[src/rtl/alu_pkg.sv]
// alu_pkg: shared encodings and widths for the ALU long-latency units
package alu_pkg;
    localparam int WIDTH   = 32;
    localparam int SHAMT_W = 5;
    localparam logic [1:0] OP_SLL  = 2'b00;
    localparam logic [1:0] OP_SRL  = 2'b01;
    localparam logic [1:0] OP_SRA  = 2'b10;
    localparam logic [1:0] OP_ROTL = 2'b11;
    typedef enum logic [1:0] {S_IDLE, S_SHIFT, S_DONE} state_t;
endpackage

[src/rtl/shift_step_1b.sv]
// shift_step_1b: one combinational 1-bit shift/rotate stage
import alu_pkg::*;
module shift_step_1b #(
    parameter int W = WIDTH
) (
    input  logic [W-1:0] din,
    input  logic [1:0]   op,
    output logic [W-1:0] dout
);
    always_comb
        dout = (op == OP_SLL) ? {din[W-2:0], 1'b0} :
               (op == OP_SRL) ? {1'b0, din[W-1:1]} :
               (op == OP_SRA) ? {din[W-1], din[W-1:1]} :
                                {din[W-2:0], din[W-1]};
endmodule

[src/rtl/shift_seq_ctrl.sv]
// shift_seq_ctrl: multicycle shifter applying one 1-bit step per cycle with start/ready handshake
import alu_pkg::*;
module shift_seq_ctrl #(
    parameter int WIDTH   = alu_pkg::WIDTH,
    parameter int SHAMT_W = alu_pkg::SHAMT_W
) (
    input  logic               clock,
    input  logic               reset,
    input  logic               ctrl_shift,
    input  logic               ctrl_flush,
    input  logic [1:0]         ctrl_op,
    input  logic [SHAMT_W-1:0] ctrl_shiftamt,
    input  logic [WIDTH-1:0]   data_operandA,
    output logic [WIDTH-1:0]   data_result,
    output logic               data_resultRDY,
    output logic               busy
);
    state_t             state, state_nx;
    logic [WIDTH-1:0]   work, work_step;
    logic [1:0]         op_q;
    logic [SHAMT_W-1:0] count;
    logic               start, stepping;
    shift_step_1b #(.W(WIDTH)) u_step (
        .din  (work),
        .op   (op_q),
        .dout (work_step)
    );
    // flush wins over a simultaneous start and freezes the work register
    always_comb begin
        start    = ctrl_shift && !ctrl_flush && (state == S_IDLE || state == S_DONE);
        stepping = (state == S_SHIFT) && !ctrl_flush;
        state_nx = ctrl_flush ? S_IDLE :
                   start ? ((ctrl_shiftamt != '0) ? S_SHIFT : S_DONE) :
                   (state == S_SHIFT) ? ((count == SHAMT_W'(1)) ? S_DONE : S_SHIFT) :
                   S_IDLE;
    end
    always_ff @(posedge clock or negedge reset) begin
        if (!reset) begin
            state <= S_IDLE;
            work  <= '0;
            op_q  <= OP_SLL;
            count <= '0;
        end else begin
            state <= state_nx;
            if (start) begin
                work  <= data_operandA;
                op_q  <= ctrl_op;
                count <= ctrl_shiftamt;
            end else if (stepping) begin
                work  <= work_step;
                count <= count - SHAMT_W'(1);
            end
        end
    end
    assign busy           = (state == S_SHIFT);
    assign data_resultRDY = (state == S_DONE);
    assign data_result    = work;
endmodule

[config.mk]
export PLATFORM = sky130hd
export DESIGN_NAME = shift_seq_ctrl
export DESIGN_NICKNAME = d
export VERILOG_FILES = /design/src/rtl/alu_pkg.sv /design/src/rtl/shift_step_1b.sv /design/src/rtl/shift_seq_ctrl.sv
export SDC_FILE = /design/constraint.sdc
export NUM_CORES = 1
export LEC_CHECK = 0
export CAP_MARGIN = 20
export CORE_UTILIZATION = 50
export CTS_BUF_LIST = sky130_fd_sc_hd__clkbuf_4 sky130_fd_sc_hd__clkbuf_8 sky130_fd_sc_hd__clkbuf_16
export DETAILED_ROUTE_END_ITERATION = 8
export HOLD_SLACK_MARGIN = 0.1
export PLACE_DENSITY = 0.87
export SLEW_MARGIN = 0
export SYNTH_ARGS = -nofsm -noshare
export SYNTH_HDL_FRONTEND = slang
export SYNTH_SLANG_ARGS = --single-unit
[constraint.sdc]
create_clock -name clock -period 2.15 [get_ports clock]
set_input_delay 0.43 -clock clock [delete_from_list [all_inputs] [get_ports clock]]
set_output_delay 0.43 -clock clock [all_outputs]
set_load 0.01 [all_outputs]
Word-level counts from Yosys, hierarchy flattened
Cells that the tools add are included.
- reductions and logical operators: 10
- mux-type cells: 12
- equal/unequal tests: 6
- $add $sub $neg: 1
- operator list (cell ; number):
    $mux 32 ; 5
    $mux 2 ; 5
    $mux 5 ; 2
    $eq 5x1->1 const B ; 1
    $reduce_bool 5->1 ; 1
    $sub 5x1->5 const B ; 1
    $eq 2x1->1 const B ; 2
    $eq 2x2->1 const B ; 2
    $logic_not 2->1 ; 2
    $ne 4x2->1 const B ; 1
    $logic_and 1x1->1 ; 3
    $reduce_and 2->1 ; 1
    $reduce_bool 2->1 ; 1
    $logic_not 1->1 ; 1
    $logic_or 1x1->1 ; 1
- output and inout port bits: 34
- input port bits: 43
- logic and storage cells: 34
- bits in registers: 41

Longest topological paths before layout
- depth after elaboration: 6
- depth in mapped cells: 6

Cells and area by module
From an unflattened synthesis, not the netlist that was laid out.
- cell total of the unflattened synthesis: 226
- area, all modules: 2552.4 um^2
- by module, submodules not included (module ; times used ; sequential area each (um^2) ; area each (um^2) ; cells an instance):
    shift_seq_ctrl ; 1 ; 1026.0 ; 2004.4 ; 186
    shift_step_1b ; 1 ; 0.0 ; 548.0 ; 40

Worst setup path after synthesis
No wires, ideal clock.
- path type: flip-flop to flip-flop
- from: register op_q[1]
- to: register work[13] (netlist: data_result[13])
- path slack: 807 ps
- arrival: 1195 ps
- stages on the path, launching flop included: 5
- library setup time: 148 ps
- clock period less this slack: 1343 ps
- cell sequence: dfrtp_1 xnor2_2 buf_4 mux2i_1 o221ai_2
- cells in the longest elaborated chain, start to end: 6
- ends and longest elaborated chain (what ; RTL line ; source):
    start, declared ; shift_seq_ctrl.sv:20 ; logic [1:0] op_q;
    start signal, assigned ; shift_seq_ctrl.sv:47 ; op_q <= ctrl_op;
    $eq 2x2->1 ; shift_step_1b.sv:13 ; (op == OP_SRA) ? {din[W-1], din[W-1:1]} :
    $mux 32 ; shift_step_1b.sv:13 ;
    $mux 32 ; shift_step_1b.sv:12 ; (op == OP_SRL) ? {1'b0, din[W-1:1]} :
    $mux 32 (*) ; shift_step_1b.sv:11 ; dout = (op == OP_SLL) ? {din[W-2:0], 1'b0} :
    $mux 32 (*) ; shift_seq_ctrl.sv:49 ; end else if (stepping) begin
    $mux 32 (*) ; shift_seq_ctrl.sv:45 ; if (start) begin
    end signal, assigned ; shift_seq_ctrl.sv:46 ; work <= data_operandA;
    end signal, assigned ; shift_seq_ctrl.sv:50 ; work <= work_step;
    end, declared ; shift_seq_ctrl.sv:19 ; logic [WIDTH-1:0] work, work_step;
Every way passes the cells marked *; elsewhere a longest branch is shown, timed or not. The select of a mux whose other input is x is not followed.
A chain may end at the register's enable or synchronous reset.

Worst setup path after layout
- from: register state[1]
- to: output port busy
- cells in the longest elaborated chain, start to end: 1
- ends and longest elaborated chain (what ; RTL line ; source):
    start, declared ; shift_seq_ctrl.sv:18 ; state_t state, state_nx;
    start signal, assigned ; shift_seq_ctrl.sv:44 ; state <= state_nx;
    $eq 2x1->1 ; shift_seq_ctrl.sv:55 ; assign busy = (state == S_SHIFT);
    end, declared ; shift_seq_ctrl.sv:16 ; output logic busy
Every way passes these cells.

==> impl_metrics.json <==
{
  "max_freq_mhz": 504.5,
  "crit_fanout": 5,
  "whs_ns": 0.1978,
  "ant_nets": 0,
  "syn_inst": 232,
  "cts_buffer_depth": 2,
  "clock_sinks": 41,
  "routabilityCongestion": 0.8244,
  "cp_slowest_stage_delay_ns": 0.54,
  "htreeDepth": 2,
  "ys_types": 34,
  "dpl_cell_area_sq_um": 3217,
  "clk_latency_ns": 0.30,
  "dp_slack_ns": 0.2047,
  "path_clk_slew_ns": 0.08,
  "globalRouteTotalUtil_pct": 27.52,
  "avgSynthCellArea_sq_um": 10.29,
  "stdcell_area_sq_um": 3307,
  "slew_headroom_pct": 64.80,
  "ctsRootBufferMaster": "clkbuf_8",
  "drive_gt1_share_pct": 11.29,
  "synthToLayoutAreaGrowth_pct": 38.52,
  "grt_pass1_vias": 2148,
  "cts_resized": 0,
  "initial_core_util_pct": 53.36,
  "skew_ns": 0.005610,
  "core_sq_um": 4474,
  "place.port_buffers": 76,
  "worstPathArrival_ns": 1.55,
  "violations": "DRC",
  "die_h_microns": 71.10,
  "wl_per_cell_microns": 17.79,
  "antenna_cells": 0,
  "rsz0062_at_grt": "false",
  "worstMarginPinSlew_ns": 0.5280,
  "routed_via_density": 5.959,
  "ir_drop_v": 0.0004485,
  "grt_max_degree": 42,
  "drtIter0Drc": 269,
  "yosysSeqAreaShare_pct": 42.98,
  "tns_ns": 0,
  "min_path_type": "in2async",
  "hold_buffers": 0,
  "core.rowCount": 24,
  "max_cap_violations": 0,
  "setup_viol": 0,
  "cpMaxStageDelayCell": "clkdlybuf4s50_1",
  "first_pass_iters": 7,
  "power_density_nw_per_um2": 909.3,
  "drt-total-wl_microns": 6439,
  "post-cts-setup-buffers": 0,
  "worstSetupPathType": "reg2out",
  "leakagePower_uw": 0.001407,
  "vias": 2157,
  "fin_ws_ns": 0.1676,
  "startpoint_type": "register",
  "antenna_found_initial": 0,
  "cp.required_ns": 1.72,
  "yosysWarnings": 0,
  "hold_viol_final": 0,
  "remaining_drc_errors": 3,
  "synth_seq_cells": 41,
  "design.die.area_sq_um": 5055,
  "overflow": 0,
  "cts_tree": "done",
  "grt_pass1_wl_microns": 10780,
  "end_kind": "output port",
  "timing.critical_path.max_delay_family": "buffers and inverters",
  "power.total_uw": 3007,
  "ios": 77,
  "cts_made_buffers": 5,
  "finalCritPeriodShare_pct": 92.20,
  "dp_hpwl_microns": 4430,
  "synth_nets": 277,
  "critPathBufInv": 1,
  "period_needed_ns": 1.982,
  "slew_viol_final": 0,
  "fp.dieW_microns": 71.10,
  "syn-cell-area_sq_um": 2387,
  "crit_chain": "and2b_4 -> clkdlybuf4s50_1",
  "outcome": "finished, violations left",
  "nNetsFinal": 355
}
## routing by layer
| layer | track usage (%) | vias to the layer above | wire length (microns) |
|---|---|---|---|
| li1 | - | 1010 | - |
| met1 | 36.67 | 1033 | 2764 |
| met2 | 44.34 | 101 | 3123 |
| met3 | 6.695 | 13 | 441 |
| met4 | 9.111 | 0 | 110 |
| met5 | 0 | - | 0 |
## cell type report
class / count / area (sq um)
inverters: 3 / 11.26
repair buffers: 88 / 870.8
well taps: 52 / 65.06
multi-input cells: 171 / 1244
clock buffers: 7 / 90.09
flip-flops and latches: 41 / 1026
fillers: 312 / 1167
## stage by stage
stage | util (%) | cells
after floorplan | - | 232
after global routing | 73.91 | 362
after global placement | 71.90 | 355
after detailed placement | 71.90 | 355
final | 73.91 | 362
after CTS | 73.91 | 362
## where the power goes
group          internal (uW)  total, uW  switching [uW]
clock network            268        533             265
logic                    722       1280             556
registers                954       1200             242
## cell usage after synthesis, drive strengths merged
library cell	n	area, sq um
a21o	1	7.510
nand2b	2	12.51
o31ai	1	7.510
nor2b	16	100.1
nand3	1	5.000
nor2	10	37.54
dfrtp	41	1026
ha	2	25.02
or3b	1	8.760
buf	12	101.3
a21oi	14	70.07
o21bai	1	18.77
nand2	24	90.09
a311oi	1	8.760
o221ai	11	165.2
a22oi	19	142.6
a221o	2	20.02
xnor2	1	16.27
mux2i	30	300.3
a32oi	1	8.760
and2b	2	17.52
or4	1	7.510
o211ai	2	15.01
inv	3	11.26
clkbuf	5	18.77
nor3	2	10.01
o311ai	1	8.760
o21ai	24	120.1
a31oi	1	6.260
## path summary, 6_finish.rpt
| check | startpoint | end | depth (start not counted) | slack (ns) |
|---|---|---|---|---|
| worst max-delay path | state[1]$_DFF_PN0_ | busy | 2 | 0.17 |
| worst min-delay path | reset | data_result[16]$_DFFE_PN0P_ | 2 | 0.20 |
| worst max register to register | state[0]$_DFF_PN0_ | count[4]$_DFFE_PN0P_ | 6 | 0.57 |
| worst min register to register | data_result[0]$_DFFE_PN0P_ | data_result[0]$_DFFE_PN0P_ | 2 | 0.54 |
| max in group asynchronous | reset | data_result[5]$_DFFE_PN0P_ | 2 | 1.60 |
| min in group clock | data_result[0]$_DFFE_PN0P_ | data_result[0]$_DFFE_PN0P_ | 2 | 0.54 |
## sequential cells by signal, summed over array words and instances (netlist names)
| signal | count |
|---|---|
| state | 2 |
| data_result | 32 |
| count | 5 |
| op_q | 2 |
## cell usage in the layout (no fill, tap or decap), drive strengths merged
| master | Yosys | layout |
|---|---|---|
| clkdlybuf4s50 | 0 | 75 |
| nor2b | 16 | 16 |
| dfrtp | 41 | 41 |
| a221o | 2 | 2 |
| a21oi | 14 | 14 |
| nor3 | 2 | 2 |
| and2b | 2 | 2 |
| buf | 12 | 13 |
| nand2 | 24 | 24 |
| a31oi | 1 | 1 |
| a32oi | 1 | 1 |
| o221ai | 11 | 11 |
| mux2i | 30 | 30 |
| o311ai | 1 | 1 |
| nor2 | 10 | 10 |
| ha | 2 | 2 |
| nand3 | 1 | 1 |
| xnor2 | 1 | 1 |
| o21bai | 1 | 1 |
| inv | 3 | 3 |
| o21ai | 24 | 24 |
| or4 | 1 | 1 |
| a22oi | 19 | 19 |
| a311oi | 1 | 1 |
| a21o | 1 | 1 |
| nand2b | 2 | 2 |
| o31ai | 1 | 1 |
| clkbuf | 5 | 7 |
| or3b | 1 | 1 |
| o211ai | 2 | 2 |
## cell families (layout without fill, tap and decap cells)
family	Yosys count	count (layout)	synth area share [%]
compound gates	79	79	25.11
flops	41	41	42.98
xor+xnor	1	1	0.6815
mux	30	30	12.58
simple gates	59	59	12.11
buf+inv	20	98	5.503
fa+ha+maj	2	2	1.048
Note: power is estimated with default switching activity, not from simulation.
